## src/rtl/fetch_queue_pc.sv

```systemverilog
// rtl/fetch_queue_pc.sv - program counter, instruction fetch and fetch queue toward decode
//
// Owns the PC and reads a combinational instruction memory at imem_addr each
// cycle. Non-zero words are queued as {pc, instr} pairs in a DEPTH-entry FIFO
// drained through a valid/ready handshake. A redirect (branch, J-type or
// register jump) flushes the queue and reloads the PC. An all-zero word stops
// fetch until the next redirect or reset.
//
// Ports:
//   clk, reset                 clock, asynchronous active-high reset
//   imem_addr / imem_rdata     fetch address (PC register) / same-cycle data
//   out_valid/out_ready        head-of-queue handshake
//   out_pc/out_instr           head entry contents
//   redirect_*                 fetch stream change request and its target fields
//   halted                     fetch stopped on a zero word
//   misaligned                 one-cycle pulse on a non-J target with low bits set
//   count                      queue occupancy
module fetch_queue_pc #(
    parameter int                ADDR_W   = 32,
    parameter int                INSTR_W  = 32,
    parameter int                DEPTH    = 4,
    parameter logic [ADDR_W-1:0] RESET_PC = ADDR_W'(32'h00400000)
) (
    input  logic                       clk,
    input  logic                       reset,
    output logic [ADDR_W-1:0]          imem_addr,
    input  logic [INSTR_W-1:0]         imem_rdata,
    output logic                       out_valid,
    input  logic                       out_ready,
    output logic [ADDR_W-1:0]          out_pc,
    output logic [INSTR_W-1:0]         out_instr,
    input  logic                       redirect_valid,
    input  logic                       redirect_jtype,
    input  logic [ADDR_W-1:0]          redirect_target,
    input  logic [25:0]                redirect_index,
    input  logic [ADDR_W-1:0]          redirect_src_pc,
    output logic                       halted,
    output logic                       misaligned,
    output logic [$clog2(DEPTH):0]     count
);

    localparam int PTR_W = $clog2(DEPTH);
    localparam int CNT_W = PTR_W + 1;

    // Bits replaced by {instr_index, 2'b00} in a J-type target; everything
    // above them comes from the delay-slot PC (src_pc + 4).
    localparam logic [ADDR_W-1:0] LOW_MASK = ADDR_W'(28'hFFF_FFFF);

    logic [ADDR_W-1:0]  pc_q, pc_d;
    logic [PTR_W-1:0]   rd_ptr_q, rd_ptr_d;
    logic [PTR_W-1:0]   wr_ptr_q, wr_ptr_d;
    logic [CNT_W-1:0]   count_q, count_d;
    logic               halted_q, halted_d;
    logic               misaligned_q, misaligned_d;

    logic [ADDR_W-1:0]  pc_mem    [DEPTH];
    logic [INSTR_W-1:0] instr_mem [DEPTH];

    logic               pop;
    logic               fetch_ok;
    logic               push;
    logic               halt_hit;
    logic [ADDR_W-1:0]  src_plus4;
    logic [ADDR_W-1:0]  jump_target;
    logic [ADDR_W-1:0]  redir_pc;

    assign imem_addr  = pc_q;
    assign out_valid  = (count_q != '0);
    assign out_pc     = pc_mem[rd_ptr_q];
    assign out_instr  = instr_mem[rd_ptr_q];
    assign halted     = halted_q;
    assign misaligned = misaligned_q;
    assign count      = count_q;

    always_comb begin
        pop         = out_valid & out_ready;
        // Full test uses the pre-pop occupancy: a full queue never pushes,
        // even when the head leaves in the same cycle.
        fetch_ok    = !redirect_valid && !halted_q && (count_q < CNT_W'(DEPTH));
        push        = fetch_ok && (imem_rdata != '0);
        halt_hit    = fetch_ok && (imem_rdata == '0);
        src_plus4   = redirect_src_pc + ADDR_W'(4);
        jump_target = (src_plus4 & ~LOW_MASK) | ADDR_W'({redirect_index, 2'b00});
        redir_pc    = redirect_jtype ? jump_target : redirect_target;

        pc_d         = pc_q;
        rd_ptr_d     = rd_ptr_q;
        wr_ptr_d     = wr_ptr_q;
        count_d      = count_q;
        halted_d     = halted_q;
        misaligned_d = 1'b0;

        if (redirect_valid) begin
            // Flush wins over any push/pop; a same-cycle pop still counts as
            // delivered from the consumer's point of view.
            pc_d         = {redir_pc[ADDR_W-1:2], 2'b00};
            rd_ptr_d     = '0;
            wr_ptr_d     = '0;
            count_d      = '0;
            halted_d     = 1'b0;
            misaligned_d = !redirect_jtype && (redirect_target[1:0] != 2'b00);
        end else begin
            if (push) begin
                pc_d     = pc_q + ADDR_W'(4);
                wr_ptr_d = wr_ptr_q + PTR_W'(1);
            end
            if (halt_hit) begin
                halted_d = 1'b1;
            end
            if (pop) begin
                rd_ptr_d = rd_ptr_q + PTR_W'(1);
            end
            count_d = count_q + CNT_W'(push) - CNT_W'(pop);
        end
    end

    always_ff @(posedge clk or posedge reset) begin
        if (reset) begin
            pc_q         <= RESET_PC;
            rd_ptr_q     <= '0;
            wr_ptr_q     <= '0;
            count_q      <= '0;
            halted_q     <= 1'b0;
            misaligned_q <= 1'b0;
        end else begin
            pc_q         <= pc_d;
            rd_ptr_q     <= rd_ptr_d;
            wr_ptr_q     <= wr_ptr_d;
            count_q      <= count_d;
            halted_q     <= halted_d;
            misaligned_q <= misaligned_d;
        end
    end

    // Queue storage is never cleared; only the pointers and count are reset.
    always_ff @(posedge clk) begin
        if (push) begin
            pc_mem[wr_ptr_q]    <= pc_q;
            instr_mem[wr_ptr_q] <= imem_rdata;
        end
    end

endmodule

```

## config.mk

```make
export PLATFORM = sky130hd
export DESIGN_NAME = fetch_queue_pc
export DESIGN_NICKNAME = d
export VERILOG_FILES = /design/src/rtl/fetch_queue_pc.sv
export SDC_FILE = /design/constraint.sdc
export NUM_CORES = 1
export LEC_CHECK = 0
export ABC_AREA = 0
export CAP_MARGIN = 0
export CORE_MARGIN = 5
export CORE_UTILIZATION = 52
export CTS_CLUSTER_SIZE = 12
export DETAILED_ROUTE_END_ITERATION = 10
export PLACE_DENSITY = 0.9
export SYNTH_ARGS = -nofsm -noshare
export SYNTH_HDL_FRONTEND = slang
export SYNTH_SLANG_ARGS = --single-unit
export TNS_END_PERCENT = 5
```

## constraint.sdc

```tcl
create_clock -name clk -period 5.5 [get_ports clk]
set_input_delay 1.1 -clock clk [delete_from_list [all_inputs] [get_ports clk]]
set_output_delay 1.1 -clock clk [all_outputs]
set_load 0.01 [all_outputs]
```

==> metrics.txt <==
top cells by count, synth=edfxtp_1, mux4_2, dfrtp_1; Routed WL per cell=23.4 um; Total Routing Usage GR=between 20% and 30%; Setup CP Type=flop to primary output; setup bufs post-CTS=0; P_leak=5.04 nW; pin count of the biggest net entering global routing=between 50 and 60; Vert. Die Dim=between 150 and 200 um; Layout area overhead=29.2%; Initial Util=a little over half; area of the multi-input gates=3230 um2; die area=25,900 um2; critical path capture point type=primary output; Sequential Power Share=45.4%; CTS H-tree lvls=1; Final period util=72.8%; sequential area share after synthesis=71.2%; reg2reg start=count[2]; Synth top area share=62.9%; FF+latch count, synth=~290; routed vias/inst=5.94; Hold Crit Class=flop to flop; number of global-route vias before repair=7,505; initial antenna violation count=0; CP Data Required Time=4.40 ns; Cell Pwr Density=407 nW/um2; worst-path maximum fanout=38; clock latency on the worst-skew pair=about 0.53 ns; Routed WL=28.2 mm; Die W=approximately 160 um; Synth cell types=56; Layout Skew=0.0156 ns; Max Fclk=roughly 250 MHz; Post-synth EDFFs=248; Max Cap Viol=0; Critical Path Start=rd_ptr_q[1]; RSZ-0062 raised after global routing=false; core outline area=between 20,000 and 25,000 um2; Area after DPL=14,400 um2; global-route wire length before repair=43.3 mm; prevailing post-synth register cell=edfxtp_1; Root Driver=clkbuf_16; IO Pins=between 200 and 250; Reg clk slew, reported paths=approximately 0.060 ns; GP Congestion=~0.8; # rows=55; CTS Buffer Depth=3; # hold bufs at CTS=0; Synth area leader=edfxtp_1; P_int=4.60 mW; hold depth=0; DRC=0; ant diodes=0; top cells by area, synth=edfxtp_1, mux4_2, dfrtp_1, a211oi_1, mux2i_1; Rel. slew slack=between 30 and 40%; routed vias=around 7,000; hold_sp=imem_addr[22]; CP arrival=2.90 ns; Iter 0 DRT Violations=603; detailed-router iteration count before antenna repair=5; Layout Cell Area excl Fill=15,300 um2; fin. max-slew vios=0; CTS buffer count=29; Synth Area per Inst=17.8 um2; Async SR Flop Fraction=a little over an eighth; Reg area=~8400 um2; yosys warns=0; Startpoint Class=flop; switch share=26.0%; Clock power frac=29.7%; Fillers=1,497; most common cell in the netlist=edfxtp_1; Final TNS setup=0 ns; layout cell share with drive strength beyond 1=14.1%; Mapped Cells=665; port bufs=222; global route overflow=0; HPWL after DPL=18.9 mm; TritonCTS clock tree=done; Reg2Reg Depth=5; Syn Std Cell Area=around 12,000 um2; Sw Pwr=1.62 mW; Final Setup Violations=0; DRT antenna net count=0; Final Hold Fails=0; # resized after CTS=0; status=finished clean; Tmin final=4.00 ns; Max VDD drop=0.252 mV; clock sinks=287; worst slew pin tran=between 0.9 and 1 ns; final net count=1,035; Logic pwr share=24.9%
==> critical path, stage by stage (launching register included) <==
cell and delay (ns):
dfrtp_2 0.78, buf_4 0.59, mux4_2 0.39, clkdlybuf4s50_1 0.57
==> logic make-up after synthesis <==
group,synth area share (%)
other cells,0.0317
compound gates,5.23
xor+xnor,0.962
mux,13.0
simple gates,6.73
flops,71.2
buf+inv,1.96
fa+ha+maj,0.909
==> through the flow <==
step	std cells	total power [mW]	utilization (%)	hold WS (ns)	worst slack, ns
floorplan	668	3.62	-	0.542	0.462
global placement	1154	4.40	64.0	0.574	1.31
detailed placement	1154	4.44	64.0	0.588	1.23
CTS	1208	6.29	68.0	0.598	1.41
global route	1208	6.50	68.0	0.614	1.29
finish	1208	6.22	68.0	0.598	1.50
==> power groups by stage <==
stage	clock (mW)	combinational, mW	sequential [mW]
floorplan	0	0.836	2.79
global placement	0	1.54	2.85
detailed placement	0	1.57	2.87
CTS	1.89	1.58	2.83
global route	1.99	1.65	2.86
finish	1.84	1.55	2.83
==> sequential cells by signal, indices dropped and copies added, names as in the netlist <==
name	flops
imem_addr	30
wr_ptr_q	2
misaligned	1
instr_mem	128
pc_mem	120
count	3
rd_ptr_q	2
halted	1
==> worst paths after layout <==
path | slack (ns) | to
worst max-delay path | 1.50 | out_pc[13]
worst min-delay path | 0.60 | pc_mem[2][22]
worst max register to register | 2.28 | instr_mem[2][16]
worst min register to register | 0.60 | pc_mem[2][22]
max in group asynchronous | 4.08 | rd_ptr_q[0]
min in group asynchronous | 1.00 | imem_addr[7]
==> cells in the final DEF, fill, tap and decap left out, types with 4 or more instances in the layout <==
cell type / synthesis / layout
nor2_1: 23 / 19
and3_1: 6 / 6
clkdlybuf4s50_1: 0 / 221
a21oi_1: 7 / 7
o211ai_1: 7 / 7
nor3_1: 6 / 6
nor4_1: 14 / 14
mux4_2: 62 / 62
or3_1: 12 / 12
xnor2_1: 7 / 7
clkbuf_16: 0 / 29
a31oi_1: 7 / 7
edfxtp_1: 248 / 248
nand2_1: 23 / 23
buf_4: 5 / 14
o21ai_0: 7 / 7
nor2_4: 0 / 4
clkbuf_1: 16 / 16
clkbuf_8: 0 / 4
nand4_1: 14 / 14
o31a_1: 12 / 12
nand3_1: 17 / 17
a211oi_1: 15 / 15
conb_1: 1 / 4
inv_1: 16 / 16
ha_1: 7 / 7
and4_1: 6 / 6
dfrtp_1: 38 / 36
nor2b_1: 14 / 14
xor2_1: 6 / 6
mux2i_1: 11 / 11
o21a_1: 4 / 4
==> per-layer routing <==
| metal | vias to the layer above | GRT usage [%] | share of wire [%] | wire length [um] |
|---|---|---|---|---|
| met5 | - | 0 | 0 | 0 |
| met4 | 0 | 6.13 | 2.7 | 766 |
| met3 | 59 | 4.03 | 8.1 | 2280 |
| met2 | 334 | 37.6 | 50 | 14200 |
| met1 | 3585 | 28.4 | 39 | 11000 |
| li1 | 3193 | - | - | - |
==> final cells by class <==
| type | count | area share, % |
|---|---|---|
| sequential | 287 | 55.1 |
| multi-input combinational | 329 | 21.1 |
| timing repair buffer | 236 | 15.2 |
| clock buffer | 49 | 5.50 |
| tap | 285 | 2.33 |
| inverter | 17 | 0.417 |
| clock inverter | 5 | 0.352 |
(Power assumes the default switching activity.)
